### src/rtl/nic_tx_pkg.sv
// Shared NIC transmit pipe definitions: word layout constants and arbiter state encoding.
package nic_tx_pkg;

  localparam int MAC_WIDTH   = 64;
  localparam int TKEEP_WIDTH = 8;
  localparam int NIC_WIDTH   = MAC_WIDTH + TKEEP_WIDTH + 1;
  localparam int LAST_BIT    = NIC_WIDTH - 1;

  typedef enum logic [1:0] {
    IDLE   = 2'd0,
    GRANT0 = 2'd1,
    GRANT1 = 2'd2
  } arb_state_t;

  function automatic logic word_last(input logic [NIC_WIDTH-1:0] w);
    return w[LAST_BIT];
  endfunction

endpackage

### src/rtl/mac_tx_frame_arbiter_if.sv
// Pipe bundle between the two NIC TX sources, the frame arbiter and the TX_FIFO pipe.
interface mac_tx_frame_arbiter_if;
  import nic_tx_pkg::*;

  // Every pipe moves one word on a cycle where req and ack are both high; the producer
  // holds req and data until that cycle, and ack may depend combinationally on state.
  logic [NIC_WIDTH-1:0] src0_pipe_write_data;
  logic                 src0_pipe_write_req;
  logic                 src0_pipe_write_ack;
  logic [NIC_WIDTH-1:0] src1_pipe_write_data;
  logic                 src1_pipe_write_req;
  logic                 src1_pipe_write_ack;
  logic [NIC_WIDTH-1:0] TX_FIFO_pipe_write_data;
  logic                 TX_FIFO_pipe_write_req;
  logic                 TX_FIFO_pipe_write_ack;

  modport master (
    output src0_pipe_write_data, src0_pipe_write_req, input src0_pipe_write_ack,
    output src1_pipe_write_data, src1_pipe_write_req, input src1_pipe_write_ack,
    input  TX_FIFO_pipe_write_data, TX_FIFO_pipe_write_req, output TX_FIFO_pipe_write_ack
  );

  modport slave (
    input  src0_pipe_write_data, src0_pipe_write_req, output src0_pipe_write_ack,
    input  src1_pipe_write_data, src1_pipe_write_req, output src1_pipe_write_ack,
    output TX_FIFO_pipe_write_data, TX_FIFO_pipe_write_req, input TX_FIFO_pipe_write_ack
  );

endinterface

### src/rtl/nic_pipe_out_reg.sv
// One-entry output register for a NIC pipe; accepts a new word in the same cycle the held one leaves.
module nic_pipe_out_reg
  import nic_tx_pkg::*;
#(
  parameter int W = NIC_WIDTH
) (
  input  logic         clk,
  input  logic         reset,
  input  logic         load,
  input  logic [W-1:0] load_data,
  output logic         ready,
  output logic         out_req,
  output logic [W-1:0] out_data,
  input  logic         out_ack
);

  logic         valid_q;
  logic [W-1:0] data_q;

  assign ready    = !valid_q || out_ack;
  assign out_req  = valid_q;
  assign out_data = data_q;

  always_ff @(posedge clk) begin
    if (reset) begin
      valid_q <= 1'b0;
      data_q  <= '0;
    end else if (load) begin
      valid_q <= 1'b1;
      data_q  <= load_data;
    end else if (out_ack) begin
      valid_q <= 1'b0;
    end
  end

endmodule

### src/rtl/mac_tx_frame_arbiter.sv
// Frame-granular round-robin arbiter merging two NIC TX pipes into the TX_FIFO pipe.
// Defining TX_ARB_STATS_EN adds per-source completed-frame counters.
module mac_tx_frame_arbiter
  import nic_tx_pkg::*;
(
  input  logic                  clk,
  input  logic                  reset,
  input  logic [1:0]            src_enable,
  mac_tx_frame_arbiter_if.slave pipe,
  output logic                  busy,
  output logic                  grant_id,
`ifdef TX_ARB_STATS_EN
  output logic [31:0]           src0_frame_count,
  output logic [31:0]           src1_frame_count,
`endif
  output arb_state_t            state_dbg
);

  arb_state_t           state_q, state_d;
  logic                 grant_q, grant_d;
  logic                 rr_last_q;
  logic [1:0]           eligible;
  logic                 src0_ack, src1_ack;
  logic                 load, load_last;
  logic [NIC_WIDTH-1:0] load_data;
  logic                 ready;
  logic                 out_req;
  logic [NIC_WIDTH-1:0] out_data;

  assign eligible = {pipe.src1_pipe_write_req & src_enable[1],
                     pipe.src0_pipe_write_req & src_enable[0]};

  always_ff @(posedge clk) begin
    if (reset) begin
      state_q   <= IDLE;
      grant_q   <= 1'b0;
      rr_last_q <= 1'b1;
    end else begin
      state_q <= state_d;
      grant_q <= grant_d;
      if (load_last) rr_last_q <= grant_q;
    end
  end

  // Grant is chosen only from IDLE; enable and req changes mid-frame never drop it.
  always_comb begin
    state_d = state_q;
    grant_d = grant_q;
    case (state_q)
      IDLE: begin
        if (eligible == 2'b11) begin
          grant_d = ~rr_last_q;
          state_d = rr_last_q ? GRANT0 : GRANT1;
        end else if (eligible[0]) begin
          grant_d = 1'b0;
          state_d = GRANT0;
        end else if (eligible[1]) begin
          grant_d = 1'b1;
          state_d = GRANT1;
        end
      end
      GRANT0, GRANT1: begin
        if (load_last) state_d = IDLE;
      end
      default: state_d = IDLE;
    endcase
  end

  always_comb begin
    src0_ack  = 1'b0;
    src1_ack  = 1'b0;
    load      = 1'b0;
    load_data = pipe.src0_pipe_write_data;
    case (state_q)
      GRANT0: begin
        src0_ack  = ready;
        load      = pipe.src0_pipe_write_req && ready;
        load_data = pipe.src0_pipe_write_data;
      end
      GRANT1: begin
        src1_ack  = ready;
        load      = pipe.src1_pipe_write_req && ready;
        load_data = pipe.src1_pipe_write_data;
      end
      default: ;
    endcase
  end

  assign load_last = load && word_last(load_data);

  nic_pipe_out_reg #(.W(NIC_WIDTH)) u_out_reg (
    .clk       (clk),
    .reset     (reset),
    .load      (load),
    .load_data (load_data),
    .ready     (ready),
    .out_req   (out_req),
    .out_data  (out_data),
    .out_ack   (pipe.TX_FIFO_pipe_write_ack)
  );

  assign pipe.src0_pipe_write_ack     = src0_ack;
  assign pipe.src1_pipe_write_ack     = src1_ack;
  assign pipe.TX_FIFO_pipe_write_req  = out_req;
  assign pipe.TX_FIFO_pipe_write_data = out_data;

  assign busy      = (state_q != IDLE);
  assign grant_id  = grant_q;
  assign state_dbg = state_q;

`ifdef TX_ARB_STATS_EN
  logic [31:0] cnt0_q, cnt1_q;

  always_ff @(posedge clk) begin
    if (reset) begin
      cnt0_q <= '0;
      cnt1_q <= '0;
    end else if (load_last) begin
      if (grant_q) cnt1_q <= cnt1_q + 32'd1;
      else         cnt0_q <= cnt0_q + 32'd1;
    end
  end

  assign src0_frame_count = cnt0_q;
  assign src1_frame_count = cnt1_q;
`endif

endmodule

### src/flat_wrapper.sv
// flat-port wrapper written by rule: the top's interface ports become plain ports
module mac_tx_frame_arbiter_flat import nic_tx_pkg::*;
  (clk, reset, src_enable, busy, grant_id, state_dbg, pipe_src0_pipe_write_data, pipe_src0_pipe_write_req, pipe_src0_pipe_write_ack, pipe_src1_pipe_write_data, pipe_src1_pipe_write_req, pipe_src1_pipe_write_ack, pipe_TX_FIFO_pipe_write_data, pipe_TX_FIFO_pipe_write_req, pipe_TX_FIFO_pipe_write_ack);
  mac_tx_frame_arbiter_if pipe_i ();
  input  logic clk;
  input  logic reset;
  input  logic [1:0] src_enable;
  output logic busy;
  output logic grant_id;
  output arb_state_t state_dbg;
  input wire logic [$bits(pipe_i.src0_pipe_write_data)-1:0] pipe_src0_pipe_write_data;
  input wire logic [$bits(pipe_i.src0_pipe_write_req)-1:0] pipe_src0_pipe_write_req;
  output wire logic [$bits(pipe_i.src0_pipe_write_ack)-1:0] pipe_src0_pipe_write_ack;
  input wire logic [$bits(pipe_i.src1_pipe_write_data)-1:0] pipe_src1_pipe_write_data;
  input wire logic [$bits(pipe_i.src1_pipe_write_req)-1:0] pipe_src1_pipe_write_req;
  output wire logic [$bits(pipe_i.src1_pipe_write_ack)-1:0] pipe_src1_pipe_write_ack;
  output wire logic [$bits(pipe_i.TX_FIFO_pipe_write_data)-1:0] pipe_TX_FIFO_pipe_write_data;
  output wire logic [$bits(pipe_i.TX_FIFO_pipe_write_req)-1:0] pipe_TX_FIFO_pipe_write_req;
  input wire logic [$bits(pipe_i.TX_FIFO_pipe_write_ack)-1:0] pipe_TX_FIFO_pipe_write_ack;
  assign pipe_i.src0_pipe_write_data = pipe_src0_pipe_write_data;
  assign pipe_i.src0_pipe_write_req = pipe_src0_pipe_write_req;
  assign pipe_src0_pipe_write_ack = pipe_i.src0_pipe_write_ack;
  assign pipe_i.src1_pipe_write_data = pipe_src1_pipe_write_data;
  assign pipe_i.src1_pipe_write_req = pipe_src1_pipe_write_req;
  assign pipe_src1_pipe_write_ack = pipe_i.src1_pipe_write_ack;
  assign pipe_TX_FIFO_pipe_write_data = pipe_i.TX_FIFO_pipe_write_data;
  assign pipe_TX_FIFO_pipe_write_req = pipe_i.TX_FIFO_pipe_write_req;
  assign pipe_i.TX_FIFO_pipe_write_ack = pipe_TX_FIFO_pipe_write_ack;
  mac_tx_frame_arbiter u_core (.clk(clk), .reset(reset), .src_enable(src_enable), .pipe(pipe_i), .busy(busy), .grant_id(grant_id), .state_dbg(state_dbg));
endmodule
### config.mk
export PLATFORM = sky130hd
export DESIGN_NAME = mac_tx_frame_arbiter_flat
export DESIGN_NICKNAME = d
export VERILOG_FILES = /design/src/rtl/nic_tx_pkg.sv /design/src/rtl/mac_tx_frame_arbiter_if.sv /design/src/rtl/nic_pipe_out_reg.sv /design/src/rtl/mac_tx_frame_arbiter.sv /design/src/flat_wrapper.sv
export SDC_FILE = /design/constraint.sdc
export NUM_CORES = 1
export LEC_CHECK = 0
export CORE_ASPECT_RATIO = 0.6
export CORE_MARGIN = 5
export CORE_UTILIZATION = 32
export CTS_CLUSTER_SIZE = 20
export DETAILED_ROUTE_END_ITERATION = 12
export PLACE_DENSITY = 0.76
export SYNTH_ARGS = -nofsm -noshare
export SYNTH_HDL_FRONTEND = slang
export SYNTH_SLANG_ARGS = --single-unit
export TNS_END_PERCENT = 50
### constraint.sdc
create_clock -name clk -period 1.65 [get_ports clk]
set_input_delay 0.495 -clock clk [delete_from_list [all_inputs] [get_ports clk]]
set_output_delay 0.495 -clock clk [all_outputs]
set_load 0.01 [all_outputs]
* Word level (Yosys, flattened, before mapping) *
Index checks and enable logic that the tools add are counted.

storage, ports and cells
  register bits = 78
  output and inout bits = 80
  word-level logic and storage cells = 40

cells by class
  bitwise gates (word level) = 3
  equal/unequal tests = 5
  reductions and logical operators = 12
  mux-type cells = 15

operators with widths
  cell                                                    number
  two-way mux 73 bit                                      1
  two-way mux 2 bit                                       5
  two-way mux 1 bit                                       7
  == test 2 bit (second input constant)                   2
  inequality test 4 x 1 -> 1 bit (second input constant)  1
  one-hot mux 2 bit (2 select lines)                      1
  AND reduction 2 bit                                     2
  nonzero test 2 bit                                      2
  logical AND 1 bit                                       3
  nonzero test 3 bit                                      1
  AND 1 bit                                               2
  == test 2 x 1 -> 1 bit (second input constant)          1
  zero test 2 bit                                         1
  inequality test 2 x 1 -> 1 bit (second input constant)  1
  one-hot mux 1 bit (2 select lines)                      1
  OR reduction 2 bit                                      1
  zero test 1 bit                                         1
  logical OR 1 bit                                        1
  NOT 1 bit                                               1

* Longest topological paths before layout *
  depth after elaboration = 7
  mapped depth = 8

* Cells and area by module *
Synthesis repeated with hierarchy kept, for this count alone.

second synthesis, totals
  cells, all modules = 351
  area total of the unflattened synthesis = 3807.4 um2

by module, submodules not included
  module                cells each  area each (um2)  times used  seq. area each (um2)
  nic_pipe_out_reg      239         2672.6           1           1481.4
  mac_tx_frame_arbiter  112         1134.8           1           80.1

* Worst setup path before layout *
OpenSTA, ideal clock, no wires.

  path type = flip-flop to flip-flop
  start point = reg u_core.state_q[0] (netlist: u_core.state_dbg[0])
  end point = reg u_core.rr_last_q
  stages on the path, launching flop included = 8
  buffers on the path = 1
  path slack = -0.204 ns
  clock period less this slack = 1.854 ns
  arrival = 1.734 ns
  path through = dfxtp_1 > inv_1 > ha_1 > mux2_4 > and3_1 > buf_4 > and3_1 > a211o_1

on the way
  longest elaborated chain between the ends = 3
  elaborated cells on any way between the ends = 5

ends and longest elaborated chain
  what                                                                      RTL line                    text
  start: declaration                                                        mac_tx_frame_arbiter.sv:19  arb_state_t state_q, state_d;
  start signal: assignment                                                  mac_tx_frame_arbiter.sv:39  state_q <= state_d;
  == test 2 bit or == test 2 x 1 -> 1 bit (tied branches)                   mac_tx_frame_arbiter.sv:74  case (state_q)
  one-hot mux 1 bit (2 select lines) or two-way mux 73 bit (tied branches)  mac_tx_frame_arbiter.sv:74
  logical AND 1 bit *                                                       mac_tx_frame_arbiter.sv:89  assign load_last = load && word_last(load_data);
  end signal: assignment                                                    mac_tx_frame_arbiter.sv:41  if (load_last) rr_last_q <= grant_q;
  end: declaration                                                          mac_tx_frame_arbiter.sv:21  logic rr_last_q;

Every way passes the cells marked *; elsewhere a longest branch is shown, timed or not.
A chain may end at the register's enable or synchronous reset.

* Worst setup path after layout *
  start point = reg u_core.state_q[1] (netlist: u_core.state_dbg[1])
  end point = reg u_core.u_out_reg.data_q[61] (netlist: u_core.u_out_reg.out_data[61])

on the way
  longest elaborated chain between the ends = 2
  elaborated cells on any way between the ends = 4

ends and longest elaborated chain
  what                                                                      RTL line                    text
  == test 2 bit or == test 2 x 1 -> 1 bit (tied branches)                   mac_tx_frame_arbiter.sv:74
  one-hot mux 1 bit (2 select lines) or two-way mux 73 bit (tied branches)  mac_tx_frame_arbiter.sv:74
  end signal: assignment                                                    nic_pipe_out_reg.sv:30      data_q <= load_data;
  end: declaration                                                          nic_pipe_out_reg.sv:18      logic [W-1:0] data_q;

Parallel ways exist; a longest one is shown, timed or not.

==> impl_metrics.env <==
export IMPL_failed_checks="setup timing"
export IMPL_numCtsBuffers=9
export IMPL_vias=3739
export IMPL_slew_headroom=0.728
export IMPL_ys_ff_latch=78
export IMPL_drive_gt1_frac=0.238
export IMPL_finalCritPeriodShare=1.09
export IMPL_rsz0062_at_grt="true"
export IMPL_postLayoutCoreUtil=0.670
export IMPL_path_max_fanout=5
export IMPL_root_buffer="clkbuf_16"
export IMPL_pwr_share_comb=0.419
export IMPL_critPathLaunch="u_core.state_dbg[1]$_SDFFE_PP0P_"
export IMPL_grt_pass1_wl_um=18400
export IMPL_r2r_setup_slack_ns=-0.14
export IMPL_intPower_mw=4.82
export IMPL_synth_cells=360
export IMPL_clockPowerShare=0.250
export IMPL_switching_share=0.326
export IMPL_area_growth_pct=104
export IMPL_drt_total_wl_um=14300
export IMPL_tritoncts="done"
export IMPL_syn_num_nets=516
export IMPL_drt_iter0_markers=119
export IMPL_end_kind="flip-flop"
export IMPL_grt_overflow_total=0
export IMPL_syn_area_mm2=0.00347
export IMPL_crit_required_ns=1.86
export IMPL_ir_drop_v=0.000650
export IMPL_power_density_mw_per_mm2=1010
export IMPL_r2r_end="u_core.u_out_reg.out_data[61]$_SDFFE_PP0P_"
export IMPL_clockBufferDepth=2
export IMPL_dieArea_mm2=0.0131
export IMPL_hold_class="flip-flop to flip-flop"
export IMPL_period_needed_ns=1.79
export IMPL_clock_skew_final_ns=0.00416
export IMPL_synth_cell_types=23
export IMPL_grt_pass1_vias=3584
export IMPL_wl_per_cell_um=18.7
export IMPL_grt_max_degree=71
export IMPL_clock_sinks=78
export IMPL_clock_fmax_mhz=557
export IMPL_power_leakage_nw=2.84
export IMPL_antenna_found_initial=0
export IMPL_finalHoldViolations=0
export IMPL_netlist_area_leader_share=0.450
export IMPL_grt_usage=0.177
export IMPL_postCtsHoldBufs=0
export IMPL_gp_congestion=0.760
export IMPL_n_antenna_cell=0
export IMPL_cts_clk_slew_worst_paths_ns=0.06
export IMPL_firstDrtPassIters=4
export IMPL_start_util=0.328
export IMPL_ant_nets=0
export IMPL_h_tree_depth=3
export IMPL_setup_ws_ns=-0.145
export IMPL_path_class="flip-flop to flip-flop"
export IMPL_cp_data_arrival_time_ns=2.00
export IMPL_hold_end="u_core.u_out_reg.out_data[72]$_SDFFE_PP0P_"
export IMPL_fin_setup_tns_ns=-5.53
export IMPL_reg2regPathDepth=9
export IMPL_core_mm2=0.0106
export IMPL_hp_start="u_core.u_out_reg.out_data[72]$_SDFFE_PP0P_"
export IMPL_hpwl_um=8750
export IMPL_hold_depth=2
export IMPL_setup_viol=78
export IMPL_syn_avg_cell_area_um2=9.65
export IMPL_worstSkewPairLatency_ns=0.33
export IMPL_drc=0
export IMPL_yosysSeqAreaShare=0.450
export IMPL_finalMaxSlewViolations=0
export IMPL_io_pins=233
export IMPL_yosys_area_top_type="dfxtp_1"
export IMPL_status="complete, but fails checks"
export IMPL_switching_power_mw=2.34
export IMPL_nets=774
export IMPL_worst_pin_slew_ns=0.407
export IMPL_ys_top_cells_by_area="dfxtp_1, mux2i_1, a211oi_1"
export IMPL_placementRows=29
export IMPL_vias_per_cell=4.91
export IMPL_yosysWarnings=0
export IMPL_io_buffers=232
export IMPL_die_y_um=90.7
export IMPL_critPathLaunchType="flip-flop"
export IMPL_p_seq_frac=0.330
export IMPL_r2r_start="u_core.state_dbg[1]$_SDFFE_PP0P_"
export IMPL_timing_max_cap_violations=0
export IMPL_dieWidth_um=145
[area by class of cell]
| cell class | instances | area [um^2] |
|---|---|---|
| inverters | 4 | 17.5 |
| clock inverters | 5 | 36.3 |
| clock buffers | 11 | 233 |
| flip-flops and latches | 78 | 1570 |
| repair buffers | 279 | 2930 |
| well taps | 139 | 174 |
| multi-input cells | 246 | 2140 |
| fillers | 796 | 3500 |
[routing by layer]
metal / vias up / global-route usage / share of wire
li1: 1835 / - / -
met1: 1755 / 0.207 / 0.43
met2: 137 / 0.295 / 0.47
met3: 12 / 0.0751 / 0.088
met4: 0 / 0.0512 / 0.0095
met5: - / 0 / 0
[power groups by stage]
| stage | combinational [mW] | sequential (mW) | clock, mW |
|---|---|---|---|
| after floorplan | 0.987 | 2.50 | 0 |
| after global placement | 2.31 | 2.36 | 0 |
| after detailed placement | 2.35 | 2.38 | 0 |
| after CTS | 2.45 | 2.35 | 1.82 |
| after global routing | 3.21 | 2.40 | 1.92 |
| final | 3.00 | 2.37 | 1.79 |
[flip-flops by register name, summed over array words and instances, names as in the netlist]
register,count
u_core.state_dbg,2
u_core.grant_id,1
u_core.u_out_reg.out_data,73
u_core.u_out_reg.out_req,1
u_core.rr_last_q,1
[cells by family (layout without fill, tap and decap cells)]
| kind of cell | Yosys count | count (layout) | synth area share |
|---|---|---|---|
| adders and majority gates | 3 | 3 | 0.0108 |
| and+or+nand+nor | 85 | 86 | 0.0962 |
| buffers and inverters | 37 | 299 | 0.0494 |
| DFF | 78 | 78 | 0.450 |
| AOI/OAI and AO/OA | 83 | 83 | 0.179 |
| muxes | 74 | 74 | 0.215 |
[Yosys cell counts]
| cell | instances |
|---|---|
| nand2_1 | 5 |
| and3_1 | 2 |
| clkbuf_1 | 8 |
| buf_1 | 1 |
| buf_4 | 1 |
| inv_1 | 4 |
| mux2_4 | 1 |
| a31o_2 | 1 |
| nand3_1 | 2 |
| a211oi_1 | 72 |
| nand2b_1 | 1 |
| a211o_1 | 1 |
| a311oi_1 | 1 |
| dfxtp_1 | 78 |
| a32o_1 | 2 |
| a21oi_1 | 5 |
| ha_1 | 3 |
| buf_2 | 23 |
| and2_1 | 2 |
| mux2_2 | 1 |
| mux2i_1 | 72 |
| nor2_1 | 73 |
| o21ba_2 | 1 |
[cell usage in the layout, fill, tap and decap left out, types with 4 or more instances in the layout]
| cell type | count |
|---|---|
| clkdlybuf4s50_1 | 150 |
| a211oi_2 | 41 |
| nor2_2 | 11 |
| a211oi_1 | 30 |
| dfxtp_1 | 75 |
| dlygate4sd2_1 | 76 |
| buf_4 | 18 |
| nand2_1 | 5 |
| a21oi_1 | 4 |
| buf_6 | 9 |
| nor2_4 | 13 |
| clkbuf_16 | 16 |
| nor2_1 | 49 |
| buf_16 | 6 |
| mux2i_1 | 72 |
| buf_12 | 7 |
[worst max-delay path by stage]
| stage | endpoint | slack, ns |
|---|---|---|
| finish | u_core.u_out_reg.out_data[61]$_SDFFE_PP0P_ | -0.14 |
| global route | u_core.u_out_reg.out_data[34]$_SDFFE_PP0P_ | -0.19 |
| CTS | u_core.u_out_reg.out_data[14]$_SDFFE_PP0P_ | -0.15 |
| detailed placement | pipe_src1_pipe_write_ack | -0.63 |
| global placement | pipe_src1_pipe_write_ack | -0.61 |
| floorplan | u_core.rr_last_q$_SDFFE_PP1P_ | 0.01 |
[worst max-delay path: stages, from the launching register on]
cell and delay (ns):
dfxtp_2 0.32, buf_6 0.11, ha_4 0.17, mux2_4 0.32, and3_4 0.20, buf_8 0.14, buf_12 0.13, buf_16 0.15
nor2_4 0.09, a211oi_2 0.04
[through the flow]
step                      setup WS (ns)  instances  instance area (um^2)  hold WS, ns  power [mW]
after global routing             -0.193        762                  7100        0.492        7.53
after detailed placement         -0.628        718                  6030        0.460        4.73
after global placement           -0.608        718                  6030        0.451        4.67
after CTS                        -0.152        742                  6520        0.472        6.62
final                            -0.145        762                  7100        0.466        7.16
after floorplan                  0.0120        360                  3500        0.436        3.49
[timing repair]
item,in CTS,in global routing
buffers inserted,4,7
gates resized for setup,136,59
hold endpoints to repair,0,0
cloned,4,13
pin swaps,26,7
setup endpoints to repair,153,81
Power figures use the tool's default switching activity.
